<file path="config.mk">
export PLATFORM = sky130hd
export DESIGN_NAME = line_slide_merge
export DESIGN_NICKNAME = d
export VERILOG_FILES = /design/src/rtl/line_slide_merge.sv
export SDC_FILE = /design/constraint.sdc
export NUM_CORES = 1
export LEC_CHECK = 0
export BUFFER_PORTS_ARGS = -buffer_cell sky130_fd_sc_hd__buf_2
export CAP_MARGIN = 5
export CORE_ASPECT_RATIO = 2
export CORE_UTILIZATION = 40
export CTS_CLUSTER_DIAMETER = 60
export DETAILED_ROUTE_END_ITERATION = 10
export PLACE_DENSITY = 0.64
export SLEW_MARGIN = 20
export SYNTH_ARGS = -nofsm -noshare
export SYNTH_HDL_FRONTEND = slang
export SYNTH_SLANG_ARGS = --single-unit
</file>
<file path="constraint.sdc">
create_clock -name clk -period 9 [get_ports clk]
set_input_delay 1.8 -clock clk [delete_from_list [all_inputs] [get_ports clk]]
set_output_delay 1.8 -clock clk [all_outputs]
set_load 0.01 [all_outputs]
</file>
<file path="src/rtl/line_slide_merge.sv">
`timescale 1ns/1ps
`default_nettype none
// ---------------------------------------------------------------------------
// line_slide_merge : compacts and merges three 3-tile lines, one per cycle.
// Rev 1.0
// ---------------------------------------------------------------------------
module line_slide_merge (
  input  logic       clk,
  input  logic       rst_n,
  input  logic       start,
  input  logic       dir_rev,
  input  logic [8:0] t0,
  input  logic [8:0] t1,
  input  logic [8:0] t2,
  output logic [8:0] c0,
  output logic [8:0] c1,
  output logic [8:0] c2,
  output logic       busy,
  output logic       done,
  output logic       changed,
  output logic [8:0] score_add,
  output logic       win
);

  localparam logic [1:0] S_IDLE = 2'd0;
  localparam logic [1:0] S_L0   = 2'd1;
  localparam logic [1:0] S_L1   = 2'd2;
  localparam logic [1:0] S_L2   = 2'd3;
  localparam logic [2:0] C_EXP_CAP = 3'd7;

  logic [1:0] r_state;
  logic [1:0] w_next;

  logic [8:0] r_t0, r_t1, r_t2;
  logic       r_dir;
  logic [8:0] r_res0, r_res1;
  logic [8:0] r_score_acc;
  logic       r_chg_acc, r_win_acc;
  logic [8:0] r_c0, r_c1, r_c2, r_score;
  logic       r_done, r_changed, r_win;

  logic [8:0] w_line, w_res, w_score;
  logic       w_chg, w_win;
  logic [2:0] w_p [3];
  logic [2:0] w_q [3];
  logic [2:0] w_r [3];
  logic [1:0] w_k;

  always_ff @(posedge clk) begin
    if (!rst_n) r_state <= S_IDLE;
    else        r_state <= w_next;
  end

  always_comb begin
    w_next = r_state;
    case (r_state)
      S_IDLE:  if (start) w_next = S_L0;
      S_L0:    w_next = S_L1;
      S_L1:    w_next = S_L2;
      S_L2:    w_next = S_IDLE;
      default: w_next = S_IDLE;
    endcase
  end

  always_comb begin
    busy = (r_state != S_IDLE);
  end

  always_comb begin
    case (r_state)
      S_L1:    w_line = r_t1;
      S_L2:    w_line = r_t2;
      default: w_line = r_t0;
    endcase
  end

  // Work in slide order (toward index 0); reversal is undone when repacking.
  always_comb begin
    for (int i = 0; i < 3; i++) begin
      w_p[i] = r_dir ? w_line[3*(2-i) +: 3] : w_line[3*i +: 3];
      w_q[i] = 3'd0;
    end
    w_k = 2'd0;
    for (int i = 0; i < 3; i++) begin
      if (w_p[i] != 3'd0) begin
        case (w_k)
          2'd0:    w_q[0] = w_p[i];
          2'd1:    w_q[1] = w_p[i];
          default: w_q[2] = w_p[i];
        endcase
        w_k = w_k + 2'd1;
      end
    end

    w_r[0]  = w_q[0];
    w_r[1]  = w_q[1];
    w_r[2]  = w_q[2];
    w_score = 9'd0;
    w_win   = 1'b0;
    if (w_q[0] != 3'd0 && w_q[0] == w_q[1] && w_q[0] != C_EXP_CAP) begin
      w_r[0]  = w_q[0] + 3'd1;
      w_r[1]  = w_q[2];
      w_r[2]  = 3'd0;
      w_score = 9'd1 << w_r[0];
      w_win   = (w_r[0] == C_EXP_CAP);
    end else if (w_q[1] != 3'd0 && w_q[1] == w_q[2] && w_q[1] != C_EXP_CAP) begin
      w_r[1]  = w_q[1] + 3'd1;
      w_r[2]  = 3'd0;
      w_score = 9'd1 << w_r[1];
      w_win   = (w_r[1] == C_EXP_CAP);
    end

    w_res = 9'd0;
    for (int i = 0; i < 3; i++) begin
      if (r_dir) w_res[3*(2-i) +: 3] = w_r[i];
      else       w_res[3*i +: 3]     = w_r[i];
    end
    w_chg = (w_res != w_line);
  end

  always_ff @(posedge clk) begin
    if (!rst_n) begin
      r_t0        <= 9'd0;
      r_t1        <= 9'd0;
      r_t2        <= 9'd0;
      r_dir       <= 1'b0;
      r_res0      <= 9'd0;
      r_res1      <= 9'd0;
      r_score_acc <= 9'd0;
      r_chg_acc   <= 1'b0;
      r_win_acc   <= 1'b0;
      r_c0        <= 9'd0;
      r_c1        <= 9'd0;
      r_c2        <= 9'd0;
      r_score     <= 9'd0;
      r_changed   <= 1'b0;
      r_win       <= 1'b0;
      r_done      <= 1'b0;
    end else begin
      r_done <= 1'b0;
      case (r_state)
        S_IDLE: begin
          if (start) begin
            r_t0        <= t0;
            r_t1        <= t1;
            r_t2        <= t2;
            r_dir       <= dir_rev;
            r_score_acc <= 9'd0;
            r_chg_acc   <= 1'b0;
            r_win_acc   <= 1'b0;
          end
        end
        S_L0: begin
          r_res0      <= w_res;
          r_score_acc <= r_score_acc + w_score;
          r_chg_acc   <= r_chg_acc | w_chg;
          r_win_acc   <= r_win_acc | w_win;
        end
        S_L1: begin
          r_res1      <= w_res;
          r_score_acc <= r_score_acc + w_score;
          r_chg_acc   <= r_chg_acc | w_chg;
          r_win_acc   <= r_win_acc | w_win;
        end
        S_L2: begin
          r_c0      <= r_res0;
          r_c1      <= r_res1;
          r_c2      <= w_res;
          r_score   <= r_score_acc + w_score;
          r_changed <= r_chg_acc | w_chg;
          r_win     <= r_win_acc | w_win;
          r_done    <= 1'b1;
        end
        default: ;
      endcase
    end
  end

  assign c0        = r_c0;
  assign c1        = r_c1;
  assign c2        = r_c2;
  assign score_add = r_score;
  assign changed   = r_changed;
  assign win       = r_win;
  assign done      = r_done;

endmodule
`default_nettype wire
</file>
# Word level (Yosys, flattened, before mapping)
# Cells that the tools add are included.
[classes] reduce_logical=19 bitwise=2 n_shift=2 muxes=31 add_sub_neg=4 n_eq_ne=13
[op_table] cell="$mux 9" count=5
[op_table] cell="$mux 3" count=12
[op_table] cell="$pmux 9 s2" count=2
[op_table] cell="$shl 1x3->9 const A" count=2
[op_table] cell="$reduce_bool 3->1" count=5
[op_table] cell="$mux 6" count=2
[op_table] cell="$add 9x9->9" count=1
[op_table] cell="$ne 9x9->1" count=1
[op_table] cell="$pmux 2 s4" count=1
[op_table] cell="$add 3x1->3 const B" count=2
[op_table] cell="$eq 2x1->1 const B" count=3
[op_table] cell="$eq 3x3->1" count=2
[op_table] cell="$eq 3x3->1 const B" count=2
[op_table] cell="$logic_not 2->1" count=3
[op_table] cell="$ne 3x3->1 const B" count=2
[op_table] cell="$reduce_or 2->1" count=3
[op_table] cell="$mux 1" count=5
[op_table] cell="$eq 2x2->1 const B" count=2
[op_table] cell="$logic_and 1x1->1" count=4
[op_table] cell="$mux 2" count=2
[op_table] cell="$pmux 1 s2" count=2
[op_table] cell="$reduce_and 2->1" count=2
[op_table] cell="$reduce_bool 2->1" count=2
[op_table] cell="$add 2x1->2 const B" count=1
[op_table] cell="other kinds (2)" count=3
[totals] out_inout_bits=40 reg_bits=98 word_cells=88 inputBits=31

# Depth between registers and ports, before layout
# Gate-level depths: netlist of run 1.
[depth] ltp_word=20 ltp_mapped=37 depth_no_buf=33

# Least setup slack after synthesis of run 1
# No wires, ideal clock.
[synth_timing] kind="register -> register" from="reg r_state[0]" to="reg r_score[8] (netlist: score_add[8])" path_stages_with_launch=35 synth_period_minus_slack_ps=6223 t_arrival_ps=6157 setup_slack_ps=2777 n_path_buf=4 cell_sequence="dfxtp_1 inv_1 ha_1 buf_6 clkbuf_1 a22o_1 a21o_1 or3_1 inv_1 ha_1 o21ai_1 a21oi_1 inv_2 ha_1 nor2b_1 and4_1 a31oi_1 o211a_1 or4_1 buf_2 buf_6 nand2_1 nor2_1 a22o_1 ha_1 fa_1 a21o_1 a21oi_1 o21bai_1 a21oi_1 o21bai_1 a21oi_1 xnor2_1 mux2i_1 nor2b_1"
[synth_via] elab_chain_cells=17 word_cells_on_any_way=43 classes_between="add/sub (4); eq/ne (8); shift (2); mux (16); reduce/logical (13)"
[synth_lines] element="from (decl)" line="31" rtl="logic [1:0] r_state;"
[synth_lines] element="from (signal assigned)" line="51" rtl="else r_state <= w_next;"
[synth_lines] element="parallel branches: the longest is 17 deep, another holds $add 3x1->3"
[synth_lines] element="to (signal assigned)" line="169" rtl="r_score <= r_score_acc + w_score;"
[synth_lines] element="to (decl)" line="39" rtl="logic [8:0] r_c0, r_c1, r_c2, r_score;"
# Several ways; the timed one is not identified.
# A chain may end at the register's enable or synchronous reset.

# Worst setup path in the final report of run 1
# Ends and elaborated chain as after synthesis.

==> qor.yml, run 1 <==
status: "finished with violations"
violations: "design-rule violations"
min_period_ps: 7820
path_class: "register to register"
cts_buffers: 9
seqCellArea_um2: 1960
ir_drop_mv: 0.147
p_leak_nw: 2.65
antenna_found_initial: 0
finalClockSkew_ps: 11.0
antenna_cells: 0
grt_max_degree: 99
fin_area_um2: 6090
synthFlopType: "dfxtp_1"
synth.most_common_cell: "dfxtp_1"
clk_pin_slew_ps: 70
setup-violations-final: 0
clk_path_buf_depth: 2
p_comb_share_pct: 57.6
crit_buf_inv: 3
start_util_pct: 41.4
ff2ff_path_depth: 31
multiInputGateArea_um2: 3200
required_ps: 9280
yosysUniqueCellTypes: 67
root_buffer: "clkbuf_16"
cts_setup_buffers: 0
placed_area_um2: 5790
switching_share_pct: 48.1
maxSlewViolCount: 0
critPathMaxStageDelay_ps: 830
p_clk_share_pct: 17.2
cts.sinks: 98
via_per_inst: 5.64
min_path_cells: 2
die_x_um: 84.2
synth_nets: 662
min_to: "r_t1[1]$_SDFFE_PN0P_"
arrival_ps: 8100
synth_top_area_cell: "dfxtp_1"
detail-route-antenna-nets: 0
p_switching_mw: 1.08
crit_fanout: 28
yosys_warnings: 0
finalSetupTns_ps: 0
first_global_vias: 4602
pwr_density_cell_nw_per_um2: 369
grt_pass1_wl_um: 23900
end_kind: "register"
maxCapViolCount: 0
hold_path_class: "register to register"
area_delta_synth_final_pct: 12.6
grt_remaining_overflow: 0
setup.worst_path.start_class: "register"
cts_tree: "built"
synthCells: 606
async_reset_ff_share_pct: 0
synth_top_area_share_pct: 36.3
r2r_setup_slack_ps: 1180
synth_common_cells: "dfxtp_1, nand2_1, nor2b_1"
tightest_slew_ps: 1010
wire_per_inst_um: 18.3
drc_errors: 8
port_buffers: 70
slew_headroom_pct: 33.0
r2r-end: "score_add[8]$_SDFFE_PN0N_"
fillers: 1282
r2r_start: "r_state[0]$_SDFFE_PN0P_"
die-area_um2: 14000
cts.htree.levels: 3
ys_ff_latch: 98
min-delay-start: "r_t1[1]$_SDFFE_PN0P_"
syn_area_per_cell_um2: 8.93
hold_viol_final: 0
fmax_mhz: 128
hpwl_um: 11000
cp_top_family: "compound AO/OA/AOI/OAI gates"
final_nets: 707
wl_um: 14800
place_congestion: 0.956
vias: 4561
yosysSeqAreaShare_pct: 36.3
crit_path_top_delay_cell: "ha_1"
clk_latency_ps: 350
power_frac_seq_pct: 25.2
fin_crit_sh_pct: 86.9
firstDrtPassIters: 8
synth.top_cells.by_area: "dfxtp_1, mux2i_1, nand2_1"
grt.total_usage_pct: 21.7
ios: 71
fp-row-count: 59
detail_route.iter0.violations: 237
rsz0062_at_grt: "false"
core_area_um2: 13100
cts_hold_buf: 0
drive_gt1_share_pct: 17.5
die_h_um: 166
syn_area_um2: 5410
cts_resized: 0
synth_edf_count: 0
p_int_mw: 1.17
## cells by family after synthesis
group / share of synthesized area (%)
compound gates: 24.1
xor+xnor: 2.75
fa+ha+maj: 5.92
buf+inv: 4.74
flops: 36.3
mux: 7.81
simple gates: 18.4
## worst min-delay path, delay by kind of cell (launching register included)
family           cells  cell delay [ps]
flip-flops           1              310
AND/OR/NAND/NOR      1               50
AO/OA/AOI/OAI        1               60
## placed cells by master, fill, tap and decap left out, types with 4 or more instances in the layout
cell type / instances
xnor2_1: 14
nand3_1: 12
a31oi_1: 5
o211a_1: 25
buf_2: 70
inv_1: 15
a22oi_1: 10
a21o_1: 6
a21oi_2: 5
buf_4: 4
nand4_1: 5
a211oi_1: 4
o21bai_1: 5
clkbuf_16: 9
a21boi_0: 28
a21oi_1: 25
nor2_1: 23
nor2b_1: 41
nand2_1: 94
a22o_1: 14
ha_1: 23
mux2i_1: 40
dfxtp_1: 98
o21ai_0: 8
## worst max path at each step
stage                                       end                     from  cells after the start  slack [ps]
floorplan             score_add[8]$_SDFFE_PN0N_  r_state[0]$_SDFFE_PN0P_                     34        2780
global placement    r_score_acc[8]$_SDFFE_PN0P_  r_state[0]$_SDFFE_PN0P_                     31        1560
detailed placement    score_add[8]$_SDFFE_PN0N_  r_state[0]$_SDFFE_PN0P_                     31        1280
CTS                   score_add[8]$_SDFFE_PN0N_  r_state[0]$_SDFFE_PN0P_                     31        1240
global route        r_score_acc[8]$_SDFFE_PN0P_  r_state[0]$_SDFFE_PN0P_                     31         580
finish                score_add[8]$_SDFFE_PN0N_  r_state[0]$_SDFFE_PN0P_                     31        1180
## metrics by stage
step           cells  power, mW  hold WS (ps)  util [%]  setup WS (ps)
2_1_floorplan    606       1.54           443         -           2780
3_3_place_gp     792       1.84           460      44.3           1560
3_5_place_dp     792       1.86           463      44.3           1280
4_1_cts          808       2.25           473      46.6           1240
5_1_grt          808       2.40           504      46.6            583
6_report         808       2.25           468      46.6           1180
## registers in the layout (all words and copies together), names as in the netlist
name and count:
c0 9, c1 9, c2 9, r_res0 9, r_res1 9, r_score_acc 9, r_t0 9, r_t1 9
r_t2 9, score_add 9, r_state 2, changed 1, done 1, r_chg_acc 1, r_dir 1, r_win_acc 1
win 1
## layout make-up
| cell class | count | area share, % |
|---|---|---|
| repair buffers | 74 | 6.24 |
| well taps | 152 | 3.12 |
| multi-input cells | 451 | 52.5 |
| clock buffers | 10 | 3.92 |
| flip-flops and latches | 98 | 32.2 |
| inverters | 17 | 1.05 |
| clock inverters | 6 | 1.01 |
## metal layers
layer,vias up,share of wire (%),track usage [%],routed length (um)
li1,2240,-,-,-
met1,2151,38,22.8,5650
met2,125,52,39.2,7710
met3,45,3.5,3.22,514
met4,0,6.3,14.8,926
met5,-,0,0,0
## power groups by stage
stage | Combinational [mW] | Clock [mW] | Sequential, mW
5_1_grt | 1.41 | 0.413 | 0.573
6_report | 1.29 | 0.388 | 0.566
4_1_cts | 1.29 | 0.399 | 0.565
3_3_place_gp | 1.27 | 0 | 0.571
3_5_place_dp | 1.28 | 0 | 0.574
2_1_floorplan | 0.980 | 0 | 0.564
Power figures use the tool's default switching activity.
==> run 2: changes to the inputs <==
CELL_PAD_IN_SITES_DETAIL_PLACEMENT = 0   (was not set)
CELL_PAD_IN_SITES_GLOBAL_PLACEMENT = 1   (was not set)
PLACE_DENSITY = 0.79   (was 0.64)
==> run 2 against run 1 <==
Compared with the run above:
- the run still ends with design-rule violations left
- non-clock buffer count is the same
- clock skew increased by 4.3 ps
- setup slack lost 92 ps
- combinational power barely moved
- sequential cell count did not move
- sequential power is essentially flat
==> qor.yml, run 2 (synthesis results as in run 1) <==
antenna_found_initial: 0
detail-route-antenna-nets: 0
fin_area_um2: 6090
maxCapViolCount: 0
finalSetupTns_ps: 0
final_cell_mix: "dfxtp_1, nand2_1, buf_2"
cts_tree: "built"
cts_setup_buffers: 0
via_per_inst: 5.70
r2r_setup_slack_ps: 1090
ir_drop_mv: 0.187
port_buffers: 70
required_ps: 9290
clk_pin_slew_ps: 80
maxSlewViolCount: 0
violations: "design-rule violations"
min_period_ps: 7910
dpl.cell_count: 792
drive_gt1_share_pct: 17.5
grt_max_degree: 99
start_util_pct: 41.4
rsz0062_at_grt: "false"
layout_commonest_cell: "dfxtp_1"
finalClockSkew_ps: 15.3
cts.htree.levels: 3
grt_remaining_overflow: 0
slew_headroom_pct: 30.5
status: "finished with violations"
fmax_mhz: 126
clk_latency_ps: 350
area_delta_synth_final_pct: 12.6
p_leak_nw: 2.65
die-area_um2: 14000
antenna_cells: 0
fin_crit_sh_pct: 87.9
setup.worst_path.start_class: "register"
hpwl_um: 11300
hold_viol_final: 0
end_kind: "register"
final_nets: 707
place_congestion: 0.975
arrival_ps: 8200
path_class: "register to register"
hold_path_class: "register to register"
tightest_slew_ps: 1040
cts_hold_buf: 0
clk_path_buf_depth: 2
crit_fanout: 28
drc_errors: 4
p_total_mw: 2.25
fp-row-count: 59
grt_pass1_wl_um: 24200
first_global_vias: 4561
ios: 71
die_x_um: 84.2
wl_um: 15300
instances_no_fill: 808
placed_area_um2: 5790
multiInputGateArea_um2: 3200
grt.total_usage_pct: 22.4
vias: 4604
root_buffer: "clkbuf_16"
cts.sinks: 98
wire_per_inst_um: 18.9
core_area_um2: 13100
fillers: 1269
detail_route.iter0.violations: 250
crit_path_top_delay_cell: "ha_1"
cts_resized: 0
die_h_um: 166
critPathMaxStageDelay_ps: 860
cts_buffers: 9
pwr_density_cell_nw_per_um2: 370
firstDrtPassIters: 8
setup-violations-final: 0
finalWorstSetupSlack_ps: 1090
pre_cts_slack_ps: 1200
seqCellArea_um2: 1960
## run 2: changes by cell type in the layout (fill, tap and decap cells not counted)
cell	before	now
clkinvlp_4	1	0
inv_6	1	2
clkinv_4	2	1
clkbuf_8	1	0
inv_8	1	3
## run 2: layer usage
layer	track usage (%)	vias to the layer above	share of wire, %	wire length, um
li1	-	2242	-	-
met1	23.0	2190	37	5690
met2	40.9	126	54	8230
met3	3.27	46	3.1	481
met4	15.1	0	5.7	871
met5	0	-	0	0
## run 2: cell type report
cell class	count	share of cell area [%]
Clock buffer	9	3.70
Clock inverter	7	1.25
Inverter	17	1.05
Multi-Input combinational cell	451	52.4
Sequential cell	98	32.2
Tap cell	152	3.12
Timing Repair Buffer	74	6.24
## run 2: final timing paths
kind / startpoint / endpoint / depth (start not counted)
setup / recovery: r_state[0]$_SDFFE_PN0P_ / r_score_acc[8]$_SDFFE_PN0P_ / 31
hold / removal: r_t1[6]$_SDFFE_PN0P_ / r_t1[6]$_SDFFE_PN0P_ / 2
setup reg to reg: r_state[0]$_SDFFE_PN0P_ / r_score_acc[8]$_SDFFE_PN0P_ / 31
hold reg to reg: r_t1[6]$_SDFFE_PN0P_ / r_t1[6]$_SDFFE_PN0P_ / 2
## run 2: stage by stage
step	hold slack (ps)	util, %
finish	467	46.6
global placement	458	44.3
detailed placement	458	44.3
CTS	469	46.6
global route	489	46.6
floorplan	443	-
## run 2: where the power goes
part | leakage [nW] | internal [mW] | switching (mW)
Sequential | 0.797 | 0.513 | 0.0504
Combinational | 1.71 | 0.452 | 0.846
Clock | 0.149 | 0.199 | 0.192
## run 2: worst max-delay path: cells and delay by family, from the launching register on
family	cells	cell delay, ps
AO/OA/AOI/OAI	13	2690
XOR/XNOR	1	160
adder cells (fa/ha/maj)	5	2040
buffers and inverters	3	380
flip-flops	1	340
AND/OR/NAND/NOR	9	2240
